==> src/rtl/ft2232h_bus_arbiter.sv <==
// FT2232H FT245 asynchronous FIFO bus arbiter: round-robin between host->FPGA reads and
// FPGA->host writes. Optional macro FT_INPUT_SYNC_EN adds a flag synchroniser stage.
module ft2232h_bus_arbiter #(
    parameter int unsigned RD_LOW_CYC   = 3,
    parameter int unsigned WR_LOW_CYC   = 3,
    parameter int unsigned RECOVERY_CYC = 3
) (
    input  logic       clk,
    input  logic       reset,
    input  logic [7:0] usb_d_in,
    output logic [7:0] usb_d_out,
    output logic       usb_d_oe,
    input  logic       usb_rxfn,
    input  logic       usb_txen,
    output logic       usb_rdn,
    output logic       usb_wrn,
    output logic [7:0] rx_data,
    output logic       rx_valid,
    input  logic       rx_ready,
    input  logic [7:0] tx_data,
    input  logic       tx_valid,
    output logic       tx_ready
);

    typedef enum logic [2:0] {
        StIdle,
        StRd,
        StWrSetup,
        StWr,
        StWrHold,
        StRec
    } state_e;

    typedef enum logic {
        GrantRx,
        GrantTx
    } grant_e;

    localparam logic [3:0] RdLast  = 4'(RD_LOW_CYC - 1);
    localparam logic [3:0] WrLast  = 4'(WR_LOW_CYC - 1);
    localparam logic [3:0] RecLast = 4'(RECOVERY_CYC - 1);

    state_e     state_q, state_d;
    grant_e     last_grant_q, last_grant_d;
    logic [3:0] cnt_q, cnt_d;
    logic       rdn_q, rdn_d;
    logic       wrn_q, wrn_d;
    logic       oe_q, oe_d;
    logic [7:0] d_out_q, d_out_d;
    logic [7:0] rx_data_q, rx_data_d;
    logic       rx_valid_q, rx_valid_d;

    logic       rxf_s, txe_s;
    logic       rx_req, tx_req;
    logic       grant_rd, grant_wr;

    // Flags are asynchronous to clk; idle (high) while in reset.
`ifdef FT_INPUT_SYNC_EN
    // Meta flop plus rxf_s/txe_s form a two-flop synchroniser.
    logic rxf_meta_q, txe_meta_q;

    always_ff @(posedge clk) begin
        if (reset) begin
            rxf_meta_q <= 1'b1;
            txe_meta_q <= 1'b1;
            rxf_s      <= 1'b1;
            txe_s      <= 1'b1;
        end else begin
            rxf_meta_q <= usb_rxfn;
            txe_meta_q <= usb_txen;
            rxf_s      <= rxf_meta_q;
            txe_s      <= txe_meta_q;
        end
    end
`else
    always_ff @(posedge clk) begin
        if (reset) begin
            rxf_s <= 1'b1;
            txe_s <= 1'b1;
        end else begin
            rxf_s <= usb_rxfn;
            txe_s <= usb_txen;
        end
    end
`endif

    assign rx_req = !rxf_s && rx_ready;
    assign tx_req = !txe_s && tx_valid;

    // With both pending, the direction not granted last time wins.
    assign grant_rd = (state_q == StIdle) && rx_req && (!tx_req || last_grant_q == GrantTx);
    assign grant_wr = (state_q == StIdle) && tx_req && (!rx_req || last_grant_q == GrantRx);

    always_comb begin
        state_d      = state_q;
        last_grant_d = last_grant_q;
        cnt_d        = cnt_q;
        rdn_d        = 1'b1;
        wrn_d        = 1'b1;
        oe_d         = 1'b0;
        d_out_d      = d_out_q;
        rx_data_d    = rx_data_q;
        rx_valid_d   = 1'b0;

        unique case (state_q)
            StIdle: begin
                cnt_d = 4'd0;
                if (grant_rd) begin
                    state_d      = StRd;
                    rdn_d        = 1'b0;
                    last_grant_d = GrantRx;
                end else if (grant_wr) begin
                    state_d      = StWrSetup;
                    oe_d         = 1'b1;
                    d_out_d      = tx_data;
                    last_grant_d = GrantTx;
                end
            end
            StRd: begin
                if (cnt_q == RdLast) begin
                    // Capture on the edge that also raises rdn.
                    rx_data_d  = usb_d_in;
                    rx_valid_d = 1'b1;
                    state_d    = StRec;
                    cnt_d      = 4'd0;
                end else begin
                    rdn_d = 1'b0;
                    cnt_d = cnt_q + 4'd1;
                end
            end
            StWrSetup: begin
                state_d = StWr;
                wrn_d   = 1'b0;
                oe_d    = 1'b1;
                cnt_d   = 4'd0;
            end
            StWr: begin
                oe_d = 1'b1;
                if (cnt_q == WrLast) begin
                    state_d = StWrHold;
                    cnt_d   = 4'd0;
                end else begin
                    wrn_d = 1'b0;
                    cnt_d = cnt_q + 4'd1;
                end
            end
            StWrHold: begin
                state_d = StRec;
                cnt_d   = 4'd0;
            end
            StRec: begin
                if (cnt_q == RecLast) begin
                    state_d = StIdle;
                    cnt_d   = 4'd0;
                end else begin
                    cnt_d = cnt_q + 4'd1;
                end
            end
            default: begin
                state_d = StIdle;
                cnt_d   = 4'd0;
            end
        endcase
    end

    always_ff @(posedge clk) begin
        if (reset) begin
            state_q      <= StIdle;
            last_grant_q <= GrantTx;
            cnt_q        <= 4'd0;
            rdn_q        <= 1'b1;
            wrn_q        <= 1'b1;
            oe_q         <= 1'b0;
            d_out_q      <= 8'h00;
            rx_data_q    <= 8'h00;
            rx_valid_q   <= 1'b0;
        end else begin
            state_q      <= state_d;
            last_grant_q <= last_grant_d;
            cnt_q        <= cnt_d;
            rdn_q        <= rdn_d;
            wrn_q        <= wrn_d;
            oe_q         <= oe_d;
            d_out_q      <= d_out_d;
            rx_data_q    <= rx_data_d;
            rx_valid_q   <= rx_valid_d;
        end
    end

    assign usb_rdn   = rdn_q;
    assign usb_wrn   = wrn_q;
    assign usb_d_oe  = oe_q;
    assign usb_d_out = d_out_q;
    assign rx_data   = rx_data_q;
    assign rx_valid  = rx_valid_q;
    assign tx_ready  = grant_wr;

endmodule
==> config.mk <==
export PLATFORM = sky130hd
export DESIGN_NAME = ft2232h_bus_arbiter
export DESIGN_NICKNAME = d
export VERILOG_FILES = /design/src/rtl/ft2232h_bus_arbiter.sv
export SDC_FILE = /design/constraint.sdc
export NUM_CORES = 1
export LEC_CHECK = 0
export ABC_AREA = 1
export CORE_MARGIN = 10
export CORE_UTILIZATION = 38
export CTS_CLUSTER_DIAMETER = 200
export DETAILED_ROUTE_END_ITERATION = 7
export HOLD_SLACK_MARGIN = 0.12
export PLACE_DENSITY = 0.73
export SLEW_MARGIN = 20
export SYNTH_ARGS = -nofsm -noshare
export SYNTH_HDL_FRONTEND = slang
export SYNTH_SLANG_ARGS = --single-unit
==> constraint.sdc <==
create_clock -name clk -period 1.06 [get_ports clk]
set_input_delay 0.159 -clock clk [delete_from_list [all_inputs] [get_ports clk]]
set_output_delay 0.159 -clock clk [all_outputs]
set_load 0.01 [all_outputs]
==> flow_metrics.env <==
export IMPL_cp_slowest_cell="dfxtp_2"
export IMPL_hold_path_class="input port to flip-flop"
export IMPL_syn_nets=172
export IMPL_yosysTopAreaCellShare_pct=52.0
export IMPL_synthSimpleGateAreaFrac_pct=29.9
export IMPL_drt_wl_total_um=3580
export IMPL_worstSetupPathType="flip-flop to primary output"
export IMPL_relSlewSlack_pct=78.4
export IMPL_violations="negative setup slack"
export IMPL_first_pass_iters=2
export IMPL_synth_most_common_cell="nor2_1"
export IMPL_async_flop_share_pct=0
export IMPL_synth_seq_cells=30
export IMPL_post_route_util_pct=70.7
export IMPL_setup_viol=23
export IMPL_synth_cells=148
export IMPL_status="finished with violations"
export IMPL_routabilityCongestion=0.826
export IMPL_slew_violations=0
export IMPL_met1_usage_pct=12.1
export IMPL_cp_slowest_stage_delay_ns=0.34
export IMPL_drt_initial_drc_count=54
export IMPL_yosys_top_cells_count="47 x nor2_1, 30 x dfxtp_1, 17 x nand2_1, 15 x o21ai_0, 9 x inv_1"
export IMPL_start_util_pct=40.8
export IMPL_grt_max_degree=10
export IMPL_rows=19
export IMPL_grt_pass1_wl_um=5360
export IMPL_coreArea_sq_mm=0.00283
export IMPL_cp_start_kind="flip-flop"
export IMPL_path_cells="nor2_4 > nand2_4 > nor2_4 > nand2_4 > clkinv_4 > buf_6"
export IMPL_vias=1213
export IMPL_insertion_delay_ns=0.33
export IMPL_hpwlAfterDp_um=2560
export IMPL_ant_nets=0
export IMPL_clockBufferDepth=2
export IMPL_ys_seq_area_share_pct=52.0
export IMPL_grt_overflow_total=0
export IMPL_clkSlewWorstSetupHoldPaths_ns=0.09
export IMPL_p_leak_nw=0.911
export IMPL_synth_edf_count=0
export IMPL_die_w_um=75.1
export IMPL_io_pins=43
export IMPL_cts_tree="built"
export IMPL_portBuffers=42
export IMPL_first_global_vias=1205
export IMPL_use_met2_pct=20.9
export IMPL_track_usage_pct=12.5
export IMPL_synthTopCellsByArea="dfxtp_1 52%, nor2_1 15%, o21ai_0 6.5%"
export IMPL_nets=245
export IMPL_wire_per_inst_um=14.3
export IMPL_die_area_sq_mm=0.00564
export IMPL_synth_cell_types=20
export IMPL_synthXorXnorAreaFrac_pct=1.52
export IMPL_cp_arrival_ns=1.17
export IMPL_drc=0
export IMPL_powerDensity_mw_per_mm2=1840
export IMPL_cp_required_ns=0.90
export IMPL_syn_avg_cell_area_sq_um=7.80
export IMPL_synthAdderAreaFrac_pct=2.17
export IMPL_worst_path_max_fanout=2
export IMPL_synthMuxAreaShare_pct=0
export IMPL_ys_flop_type="dfxtp_1"
export IMPL_fin_skew_ns=0.00584
export IMPL_cts_root_buf="clkbuf_4"
export IMPL_h_tree_depth=2
export IMPL_finalCritPeriodShare_pct=126
export IMPL_finalCriticalPeriod_ns=1.33
export IMPL_finalHoldViolCount=0
export IMPL_yosysTopAreaCell="dfxtp_1"
export IMPL_max_clock_freq_mhz=752
export IMPL_busiest_layer="met2"
export IMPL_die_height_um=75.1
export IMPL_antenna_found_initial=0
export IMPL_setup_slack_ns=-0.270
export IMPL_cts_buffers_inserted=5
export IMPL_cts_hold_buf=0
export IMPL_syn_to_final_growth_pct=73.2
export IMPL_hold_ws_ns=0.398
export IMPL_layout_drive_gt1_share_pct=50.9
export IMPL_min_path_cells=2
export IMPL_rsz0062_at_grt="yes"
export IMPL_cap_violations=0
export IMPL_routed_via_density=4.83
export IMPL_synth_compound_area_share_pct=9.75
export IMPL_synth_warnings=0
export IMPL_synth_area_sq_mm=0.00115
export IMPL_dp_slack_ns=-0.640
export IMPL_use_met3_pct=8.02
export IMPL_r2r_cells=8
export IMPL_cts_sinks=30
export IMPL_antenna_cells=0
export IMPL_setup_tns_ns=-3.33
export IMPL_worst_pin_slew_ns=0.324
export IMPL_synth_top_family_by_area="simple AND/OR/NAND/NOR gates"
export IMPL_ir_drop_v=0.000987
export IMPL_end_kind="primary output"
==> registers in the layout (all words and copies together), names as in the netlist <==
| register | count |
|---|---|
| cnt_q | 4 |
| usb_wrn | 1 |
| txe_s | 1 |
| rx_data | 8 |
| usb_rdn | 1 |
| usb_d_out | 8 |
| usb_d_oe | 1 |
| last_grant_q | 1 |
| state_q | 3 |
| rxf_s | 1 |
| rx_valid | 1 |
==> cells in the final DEF, fill, tap and decap left out, types with 4 or more instances in the layout <==
cell type and n:
nand3_1 4, inv_2 4, o21ai_1 14, clkbuf_4 5
nor2_4 8, dfxtp_2 12, nor2_1 28, buf_4 20
clkdlybuf4s50_1 21, nand2_4 4, buf_6 6, buf_2 17
nand2_1 12, nor2_2 14, dfxtp_1 18
==> repair_timing <==
item                       in CTS  in global routing
pin swaps                      13                 20
hold endpoints to repair        0                  0
setup buffers                   2                  8
setup endpoints to repair      46                 35
resized for setup             113                 50
gates cloned                    1                  0
==> kinds of logic (layout without fill, tap and decap cells) <==
| logic type | after synthesis | after routing |
|---|---|---|
| buffers and inverters | 13 | 85 |
| adder cells (fa/ha/maj) | 2 | 2 |
| AO/OA/AOI/OAI | 22 | 22 |
| AND/OR/NAND/NOR | 79 | 79 |
| flip-flops | 30 | 30 |
| XOR/XNOR | 2 | 2 |
==> final cells by class <==
type	count	area, sq um
Clock buffer	6	51.3
Fill cell	225	828
Inverter	11	56.3
Multi-Input combinational cell	105	679
Sequential cell	30	616
Tap cell	31	38.8
Timing Repair Buffer	68	559
==> report_power, final <==
part,switching [W],internal [W],total (W)
Clock,0.000369,0.000298,0.000668
Combinational,0.000851,0.000784,0.00164
Sequential,0.0000928,0.00129,0.00139
Total,0.00131,0.00238,0.00369
==> routing by layer <==
layer,share of wire (%),vias up
met3,9.7,5
li1,-,612
met1,37,564
met5,0,-
met2,52,32
met4,1.3,0
==> critical path: cells and delay by family (launching register included) <==
family        cells  cell delay, ns
buf+inv           2            0.14
simple gates      4            0.36
flops             1            0.34
==> path summary, 6_finish.rpt <==
kind	start	end	slack, ns
min	usb_txen	txe_s	0.40
max reg2reg	state_q[1]	rx_data[0]	-0.21
min reg2reg	usb_d_out[3]	usb_d_out[3]	0.47
max	state_q[1]	tx_ready	-0.27
==> through the flow <==
stage	cells	area (sq um)	power, W
finish	251	2000	0.00369
global route	251	2000	0.00392
CTS	245	1840	0.00333
detailed placement	236	1770	0.00257
global placement	236	1770	0.00253
floorplan	148	1180	0.00199
No activity file was read; power rests on OpenSTA's default activity.
